$ cat config.mk
export PLATFORM = sky130hd
export DESIGN_NAME = piso_shift_reg
export DESIGN_NICKNAME = d
export VERILOG_FILES = /design/src/rtl/piso_defs_pkg.sv /design/src/rtl/piso_bit_cnt.sv /design/src/rtl/piso_shift_reg.sv
export SDC_FILE = /design/constraint.sdc
export NUM_CORES = 1
export LEC_CHECK = 0
export CAP_MARGIN = 20
export CORE_MARGIN = 10
export CORE_UTILIZATION = 41
export DETAILED_ROUTE_END_ITERATION = 16
export PLACE_DENSITY = 0.71
export SKIP_CTS_REPAIR_TIMING = 1
export SYNTH_ARGS = -nofsm -noshare
export SYNTH_HDL_FRONTEND = slang
export SYNTH_HIERARCHICAL = 1
export SYNTH_SLANG_ARGS = --single-unit
$ cat constraint.sdc
create_clock -name C -period 1.8 [get_ports C]
set_input_delay 0.54 -clock C [delete_from_list [all_inputs] [get_ports C]]
set_output_delay 0.54 -clock C [all_outputs]
set_load 0.02 [all_outputs]
$ cat src/rtl/piso_defs_pkg.sv
// Shared definitions for the parallel-in/serial-out transmitter: FSM state encodings and logic constants.
// The PARITY encoding is only entered when the top is built with PISO_PARITY_EN defined.
package piso_defs;

    typedef enum logic [1:0] {
        ST_IDLE   = 2'd0,
        ST_SHIFT  = 2'd1,
        ST_PARITY = 2'd2
    } piso_state_t;

    localparam logic LOGIC_FALSE = 1'b0;
    localparam logic LOGIC_TRUE  = 1'b1;

endpackage

$ cat src/rtl/piso_bit_cnt.sv
// Bit-position counter for the serialiser: async reset, sync clear, saturates at WIDTH-1.
// term flags the last bit position so the top can end or chain the frame.
module piso_bit_cnt
    import piso_defs::*;
#(
    parameter int WIDTH = 8,
    parameter int CNT_W = $clog2(WIDTH)
) (
    input  logic clk,
    input  logic rst,
    input  logic clr,
    input  logic inc,
    output logic term
);

    localparam logic [CNT_W-1:0] LAST = CNT_W'(WIDTH - 1);

    logic [CNT_W-1:0] cnt;

    always_ff @(posedge clk or posedge rst) begin
        if (rst) begin
            cnt <= '0;
        end else if (clr) begin
            cnt <= '0;
        end else if (inc && (cnt != LAST)) begin
            cnt <= cnt + CNT_W'(1);
        end
    end

    assign term = (cnt == LAST) ? LOGIC_TRUE : LOGIC_FALSE;

endmodule

$ cat src/rtl/piso_shift_reg.sv
// Parallel-in/serial-out shift register, MSB first, with a ready/load handshake and back-to-back streaming.
// Define PISO_PARITY_EN to append an even-parity bit (flagged on PAR) after each word.
module piso_shift_reg
    import piso_defs::*;
#(
    parameter int WIDTH = 8,
    parameter int CNT_W = $clog2(WIDTH)
) (
    input  logic             C,
    input  logic             R,
    input  logic [WIDTH-1:0] D,
    input  logic             LD,
    output logic             RDY,
    output logic             Q,
    output logic             nQ,
    output logic             VLD,
    output logic             PAR
);

    piso_state_t      state;
    logic [WIDTH-1:0] shreg;
    logic             q_r;
    logic             vld_r;
    logic             last;
    logic             rdy;
    logic             accept;
    logic             cnt_clr;
    logic             cnt_inc;
`ifdef PISO_PARITY_EN
    logic             par_r;
    logic             par_bit;
`endif

    // A new word may enter when idle or in the final cycle of the current frame.
    always_comb begin
        rdy = LOGIC_FALSE;
        case (state)
            ST_IDLE:   rdy = LOGIC_TRUE;
`ifdef PISO_PARITY_EN
            ST_PARITY: rdy = LOGIC_TRUE;
`else
            ST_SHIFT:  rdy = last;
`endif
            default:   rdy = LOGIC_FALSE;
        endcase
        if (R) begin
            rdy = LOGIC_FALSE;
        end
    end

    assign accept  = LD & rdy;
    assign cnt_clr = accept | ((state == ST_SHIFT) & last);
    assign cnt_inc = (state == ST_SHIFT) & ~last;

    piso_bit_cnt #(
        .WIDTH (WIDTH),
        .CNT_W (CNT_W)
    ) u_bit_cnt (
        .clk  (C),
        .rst  (R),
        .clr  (cnt_clr),
        .inc  (cnt_inc),
        .term (last)
    );

    // MSB goes straight to Q on accept; shreg keeps the remaining bits left-aligned.
    always_ff @(posedge C or posedge R) begin
        if (R) begin
            state   <= ST_IDLE;
            shreg   <= '0;
            q_r     <= LOGIC_FALSE;
            vld_r   <= LOGIC_FALSE;
`ifdef PISO_PARITY_EN
            par_r   <= LOGIC_FALSE;
            par_bit <= LOGIC_FALSE;
`endif
        end else if (accept) begin
            state   <= ST_SHIFT;
            shreg   <= {D[WIDTH-2:0], 1'b0};
            q_r     <= D[WIDTH-1];
            vld_r   <= LOGIC_TRUE;
`ifdef PISO_PARITY_EN
            par_r   <= LOGIC_FALSE;
            par_bit <= ^D;
`endif
        end else begin
            case (state)
                ST_SHIFT: begin
                    if (!last) begin
                        q_r   <= shreg[WIDTH-1];
                        shreg <= {shreg[WIDTH-2:0], 1'b0};
                    end else begin
`ifdef PISO_PARITY_EN
                        state <= ST_PARITY;
                        q_r   <= par_bit;
                        par_r <= LOGIC_TRUE;
`else
                        state <= ST_IDLE;
                        q_r   <= LOGIC_FALSE;
                        vld_r <= LOGIC_FALSE;
`endif
                    end
                end
`ifdef PISO_PARITY_EN
                ST_PARITY: begin
                    state <= ST_IDLE;
                    q_r   <= LOGIC_FALSE;
                    vld_r <= LOGIC_FALSE;
                    par_r <= LOGIC_FALSE;
                end
`endif
                default: begin
                end
            endcase
        end
    end

    assign RDY = rdy;
    assign Q   = q_r;
    assign nQ  = ~q_r;
    assign VLD = vld_r;
`ifdef PISO_PARITY_EN
    assign PAR = par_r;
`else
    assign PAR = LOGIC_FALSE;
`endif

endmodule

### Yosys cells after proc, flatten, opt, wreduce, memory -nomap -nowiden

Index checks and enable logic that the tools add are counted.

| storage, ports and cells | value |
|---|---|
| register bits after elaboration | 15 |
| output and inout bits | 5 |

| cells by class | value |
|---|---|
| bitwise gates (word level) | 6 |
| add/subtract/negate cells | 1 |
| multiplexer cells | 17 |
| equal/unequal tests | 4 |
| reduce and logical (&&, ||, !) cells | 7 |

Operator list:

| operator | number |
|---|---|
| 8-bit two-way mux | 3 |
| 1-bit two-way mux | 8 |
| 2-bit two-way mux | 3 |
| 3-bit two-way mux | 2 |
| 2-bit nonzero test | 3 |
| 2-bit AND reduction | 2 |
| 3-bit by 1-bit adder with 3-bit output, second input constant | 1 |
| 1-bit bitwise AND | 3 |
| 3-bit equality test, second input constant | 1 |
| 3-bit != test, second input constant | 1 |
| 2-bit by 1-bit equality test with 1-bit output, second input constant | 1 |
| 2-bit logical NOT | 1 |
| 2-bit by 1-bit != test with 1-bit output, second input constant | 1 |
| 1-bit NOT | 2 |
| 1-bit one-hot mux with 2 select lines | 1 |
| 1-bit logical AND | 1 |
| 1-bit bitwise OR | 1 |

### Depth between registers and ports, before layout

| depth | value |
|---|---|
| depth in word-level cells | 7 |
| gate-level depth with buffers | 8 |
| gate-level depth less buffers | 7 |

### Modules after synthesis

The synthesis kept the hierarchy.

Modules (own cells, without submodules):

| module | times used | area each (µm²) | cells each | seq. area each (µm²) |
|---|---|---|---|---|
| piso_shift_reg | 1 | 442.9 | 38 | 225.2 |
| piso_bit_cnt | 1 | 187.7 | 16 | 75.1 |

### Worst setup path before layout

No wires, ideal clock.

| timing | value |
|---|---|
| path type | register -> output |
| start point | reg u_bit_cnt.cnt[0] |
| end point | out RDY |
| required time | 1260 ps |
| slack | -14 ps |
| arrival time | 1274 ps |
| stages on the path, launching flop included | 6 |
| buffers on the path | 1 |
| cell sequence | dfrtp_1 ha_1 ha_1 nor2b_4 buf_2 nor2_1 |

| between the ends | value |
|---|---|
| cells in the longest elaborated chain, start to end | 4 |

RTL lines:

| what | line | source |
|---|---|---|
| start: declaration | piso_bit_cnt.sv:18 | `logic [CNT_W-1:0] cnt;` |
| start signal: assignment | piso_bit_cnt.sv:26 | `cnt <= cnt + CNT_W'(1);` |
| 3-bit equality test | piso_bit_cnt.sv:30 | `assign term = (cnt == LAST) ? LOGIC_TRUE : LOGIC_FALSE;` |
| 1-bit two-way mux | piso_bit_cnt.sv:30 |  |
| net last | piso_shift_reg.sv:24 | `logic last;` |
| 1-bit one-hot mux with 2 select lines | piso_shift_reg.sv:37 | `case (state)` |
| 1-bit two-way mux | piso_shift_reg.sv:46 | `if (R) begin` |
| end: declaration | piso_shift_reg.sv:13 | `output logic RDY,` |

The timed path passes the listed nets, and every way through them passes these cells.

### Worst setup path in the final report

| timing | value |
|---|---|
| start point | reg u_bit_cnt.cnt[1] |
| end point | out RDY |

Same word-level chain as after synthesis.

==> results.sh <==
export IMPL_status="finished, violations left"
export IMPL_violations="setup timing"
export IMPL_skew_ns=0.00239
export IMPL_rsz0062_at_grt="yes"
export IMPL_slowest_delay_ns=0.40
export IMPL_critPathLaunchType="flop"
export IMPL_gp_congestion=0.713
export IMPL_clock_sinks=12
export IMPL_via_per_inst=5.15
export IMPL_p_leak_nw=0.451
export IMPL_synth_seq_cells=12
export IMPL_routed_wl_mm=1.26
export IMPL_grt_pass1_vias=479
export IMPL_cp_max_fo=2
export IMPL_start_util=0.424
export IMPL_max_freq_mhz=537
export IMPL_final_common_cell="dfrtp_1"
export IMPL_total_power_w=0.00137
export IMPL_grt_overflow=0
export IMPL_htreeDepth=1
export IMPL_grt_pass1_wl_mm=2.06
export IMPL_crit_type="flop to output port"
export IMPL_power_density_nw_per_um2=1520
export IMPL_peakVddDrop_mv=0.686
export IMPL_dr_pass1_iters=2
export IMPL_seq_area_frac_synth=0.476
export IMPL_syn_avg_cell_area_sq_um=11.7
export IMPL_synth_net_count=67
export IMPL_cp_data_required_time_ns=1.26
export IMPL_drt_iter0_drc=2
export IMPL_design_final_nets=92
export IMPL_crit_chain="ha_2 -> ha_4 -> nor2b_4 -> nor2_2 -> buf_6"
export IMPL_root_buffer="clkbuf_4"
export IMPL_die_w_um=59.2
export IMPL_hold_violations=0
export IMPL_period_share=1.03
export IMPL_critPathArrivalTime_ns=1.32
export IMPL_synthCells=54
export IMPL_ys_types=21
export IMPL_wl_per_cell_um=13.4
export IMPL_dp_slack_ns=-0.426
export IMPL_fin_util=0.604
export IMPL_drive_gt1_frac=0.321
export IMPL_cap_viol_max_count=0
export IMPL_antenna_found_initial=0
export IMPL_end_kind="output port"
export IMPL_vias=484
export IMPL_clk_latency_ns=0.27
export IMPL_core_area_sq_um=1490
export IMPL_grt_use_total=0.0767
export IMPL_hold_class="flop to flop"
export IMPL_ant_nets=0
export IMPL_fillCellCount=125
export IMPL_cts_buffers=3
export IMPL_ioPinCount=16
export IMPL_num_rows=14
export IMPL_clockBufferDepth=2
export IMPL_syn_cell_area_sq_um=631
export IMPL_cp_slowest_cell="dfrtp_1"
export IMPL_fp_dieArea_sq_um=3510
export IMPL_numPortBuffers=14
export IMPL_cts_tree="built"
export IMPL_dp_hpwl_um=958
export IMPL_setup_viol_count_final=2
export IMPL_layout_setup_ws_ns=-0.0607
export IMPL_final_cell_mix="12 x dfrtp_1, 10 x clkdlybuf4s50_1, 9 x buf_4"
export IMPL_min_period_ns=1.86
export IMPL_clkTransAtPathRegs_ns=0.08
export IMPL_die_h_um=59.2
export IMPL_ys_warnings_count=6
export IMPL_drv_slew=0
export IMPL_diodes=0
export IMPL_grt_max_degree=14
export IMPL_area_growth_pct=42.7
export IMPL_drc=0
## where the power goes
| part | leakage, nW | switching (W) | internal (W) |
|---|---|---|---|
| Combinational | 0.275 | 0.000314 | 0.000408 |
| Clock | 0.0210 | 0.0000947 | 0.000123 |
| Sequential | 0.155 | 0.0000583 | 0.000373 |
## area by class of cell
type                    count  area, sq um  area share
clock buffers               4         36.3      0.0403
repair buffers             23          216       0.241
multi-input cells          35          312       0.346
flip-flops and latches     12          300       0.334
well taps                  16         20.0      0.0223
inverters                   4         15.0      0.0167
## logic make-up (layout without fill, tap and decap cells)
group                      Yosys count  count (layout)  synth area share
AOI/OAI and AO/OA                   11              11             0.153
adders and majority gates            2               2            0.0397
buffers and inverters                7              31            0.0615
DFF                                 12              12             0.476
muxes                                2               2            0.0417
other                                1               1           0.00595
and+or+nand+nor                     19              19             0.222
## critical path: cells and delay by family, from the launching register on
| kind | cells | cell delay [ns] |
|---|---|---|
| simple gates | 2 | 0.16 |
| fa+ha+maj | 2 | 0.36 |
| buf+inv | 1 | 0.12 |
| flops | 1 | 0.40 |
## flip-flops by register name, summed over array words and instances (netlist names)
name           count
shreg              7
u_bit_cnt/cnt      3
VLD                1
Q                  1
## through the flow
step	area (sq um)	cells	TNS (ns)	hold WS, ns
2_1_floorplan	633	54	0	0.294
3_3_place_gp	837	90	-2.40	0.487
3_5_place_dp	837	90	-2.57	0.488
4_1_cts	873	94	-1.29	0.513
5_1_grt	900	94	-0.269	0.531
6_report	900	94	-0.0612	0.513
## routing by layer
layer | up-vias | part of all wire | global-route usage | wire length [um]
met2 | 15 | 0.42 | 0.0996 | 532
met1 | 230 | 0.49 | 0.0910 | 613
met5 | - | 0 | 0 | 0
met3 | 4 | 0.063 | 0.0343 | 80
met4 | 0 | 0.029 | 0.0689 | 36
li1 | 235 | - | - | -
## Yosys cell counts, drive strengths merged
cell / instances / area (sq um)
dfrtp: 12 / 300
a221o: 6 / 60.1
and2: 6 / 37.5
nor2b: 5 / 48.8
inv: 4 / 15.0
buf: 3 / 23.8
nor2: 3 / 11.3
a21o: 2 / 17.5
ha: 2 / 25.0
mux2: 2 / 26.3
nand2b: 2 / 12.5
nand4bb: 2 / 22.5
o21ai: 2 / 10.0
conb: 1 / 3.75
nor3b: 1 / 7.51
o2bb2ai: 1 / 8.76
## path summary, 6_finish.rpt
path                                  start          endpoint  slack, ns  cells after the start
setup reg to reg           u_bit_cnt/cnt[1]  u_bit_cnt/cnt[2]          0                      9
hold / removal                     shreg[3]          shreg[3]       0.51                      1
hold reg to reg                    shreg[3]          shreg[3]       0.51                      1
min in group asynchronous                 R  u_bit_cnt/cnt[2]       0.60                      3
max in group asynchronous                 R          shreg[6]       0.84                      3
setup / recovery           u_bit_cnt/cnt[1]               RDY      -0.06                      5
Power figures use the tool's default switching activity.
==> variant 1: new RTL, same settings <==
`WIDTH` is set to 8 in 2 places; all go to 16.
--- a/src/rtl/piso_bit_cnt.sv
+++ b/src/rtl/piso_bit_cnt.sv
@@ -3,7 +3,7 @@
 module piso_bit_cnt
     import piso_defs::*;
 #(
-    parameter int WIDTH = 8,
+    parameter int WIDTH = 16,
     parameter int CNT_W = $clog2(WIDTH)
 ) (
     input  logic clk,
--- a/src/rtl/piso_shift_reg.sv
+++ b/src/rtl/piso_shift_reg.sv
@@ -3,7 +3,7 @@
 module piso_shift_reg
     import piso_defs::*;
 #(
-    parameter int WIDTH = 8,
+    parameter int WIDTH = 16,
     parameter int CNT_W = $clog2(WIDTH)
 ) (
     input  logic             C,
Interface: changed (resized D); port bits go from 16 to 24. No check against the original RTL was run, so the function may have changed too.
==> variant 1 against the original RTL <==
Fmax decreased by 4.4%; total power up 71%; largest cell class is now flip-flops and latches; setup slack worse by 0.087 ns; non-clock buffer count is 23 higher; the run still ends with setup timing left; largest power group unchanged; routed wire length grew 110%; combinational power grew 87%; first-iteration DRC count grew to 15 times the old value; die area grew 40%; synthesized area increased by 63%; sequential cell count rose by 9; design area rose by 72%.
==> variant 1: results (changes against the original RTL) <==
| Metric | Value |
|---|---|
| Largest net degree at the start of global routing | `23 (+9)` |
| Final setup TNS | `-0.147 ns (-0.0861 ns)` |
| Failing checks | `setup timing` |
| Total track usage | `0.0955 (+0.0188)` |
| IO Port Bufs | `22 (+8)` |
| Leading post-synthesis cells by cell area | `dfrtp_1, a221o_1, and2_1, nor2b_4, buf_4` |
| Routed vias | `823 (+70%)` |
| Static leakage | `0.771 nW (+71%)` |
| Register area share after synthesis | `0.510 (+0.0341)` |
| Vias in the first global route | `826 (+72%)` |
| Layout Nets | `151 (+64%)` |
| Fill cell count | `191 (+53%)` |
| Setup-failing EPs final | `1 (-1)` |
| First-pass GRT wire length | `3880 um (+88%)` |
| GRT met2 Usage | `0.146 (+0.0465)` |
| Reg2Reg Depth | `8 (-1)` |
| Clock slew at reported path FFs | `0.12 ns (+0.04 ns)` |
| Global routing usage on met1 | `0.122 (+0.0311)` |
| Max FO, Critical Path | `3 (+1)` |
| Setup slack after layout | `-0.147 ns (-0.0866 ns)` |
| Status | `finished, violations left` |
| Placement Setup Slack | `-0.464 ns (-0.0382 ns)` |
| Post-DP Area | `1370 sq um (+64%)` |
| Hold slack | `0.314 ns (-0.199 ns)` |
| Reg2Reg Capture Point | `shreg[14]` |
| Syn_nets | `106 (+58%)` |
| Number of library cell types mapped by synthesis | `27 (+29%)` |
| Worst Hold Class | `input pin to asynchronous set/reset pin` |
| Synth top cells by count | `dfrtp_1, a221o_1, and2_1` |
| Clk_skew | `0.0104 ns (+0.00806 ns)` |
| GP Congestion | `0.769 (+7.9%)` |
| Switching Share | `0.341 (+0.000648)` |
| Post-DP HPWL | `1770 um (+85%)` |
| Later-pin clock latency in the skew report | `0.31 ns (+0.04 ns)` |
| GR Util met3 | `0.0226 (-0.0117)` |
| DR WL/cell | `16.3 um (+21%)` |
| Layout cells sized above 1 | `0.323 (+0.00256)` |
| Flop2flop setup slack | `0.02 ns (+0.02 ns)` |
| Iteration-0 DRC count of the detailed router | `29 (+27)` |
| DRT Pass-1 Iters | `4 (+2)` |
| Top flop regs | `shreg (15), u_bit_cnt/cnt (4)` |
| Peak supply drop | `0.957 mV (+39%)` |
## variant 1: per-stage QoR
stage	instances	total power (W)
2_1_floorplan	86	0.00143
3_3_place_gp	147	0.00174
3_5_place_dp	147	0.00179
4_1_cts	151	0.00204
5_1_grt	160	0.00249
6_report	160	0.00234
## variant 1: kinds of logic after synthesis
kind of cell	count (synthesis)	share of synthesized area
multiplexers	3	0.0352
AND/OR/NAND/NOR	30	0.202
other	1	0.00364
flip-flops	21	0.510
AO/OA/AOI/OAI	20	0.174
buffers and inverters	10	0.0632
adder cells (fa/ha/maj)	1	0.0121
## variant 1: per-layer routing
layer / share of wire / wire [um] / vias up
li1: - / - / 398
met1: 0.47 / 1230 / 412
met2: 0.50 / 1310 / 11
met3: 0.018 / 47 / 2
met4: 0.0035 / 9 / 0
met5: 0 / 0 / -
## variant 1: worst max path at each step
| stage | startpoint | endpoint | slack [ns] | depth (start not counted) |
|---|---|---|---|---|
| 2_1_floorplan | u_bit_cnt/cnt[0] | RDY | 0.004 | 6 |
| 3_3_place_gp | R | RDY | -0.46 | 3 |
| 3_5_place_dp | R | RDY | -0.46 | 3 |
| 4_1_cts | u_bit_cnt/cnt[0] | RDY | -0.61 | 5 |
| 5_1_grt | u_bit_cnt/cnt[0] | RDY | -0.21 | 5 |
| 6_report | u_bit_cnt/cnt[1] | RDY | -0.15 | 5 |
## variant 1: cell type report
cell class / count / area, sq um / share of cell area
Clock buffer: 3 / 22.5 / 0.0146
Clock inverter: 1 / 7.51 / 0.00485
Tap cell: 30 / 37.5 / 0.0243
Multi-Input combinational cell: 55 / 472 / 0.305
Sequential cell: 21 / 526 / 0.340
Timing Repair Buffer: 46 / 467 / 0.302
Inverter: 4 / 15.0 / 0.00971
## variant 1: critical path: stages (launching register included)
cell	delay, ns
dfrtp_1	0.41
ha_2	0.20
and3_4	0.16
nor2b_4	0.17
nor2_4	0.04
buf_6	0.12
## variant 1: power by group through the flow
| stage | Sequential (W) | Clock [W] | Combinational [W] |
|---|---|---|---|
| after floorplan | 0.000775 | 0 | 0.000651 |
| after global placement | 0.000754 | 0 | 0.000990 |
| after detailed placement | 0.000761 | 0 | 0.00103 |
| after CTS | 0.000750 | 0.000252 | 0.00104 |
| after global routing | 0.000777 | 0.000269 | 0.00145 |
| final | 0.000755 | 0.000239 | 0.00135 |
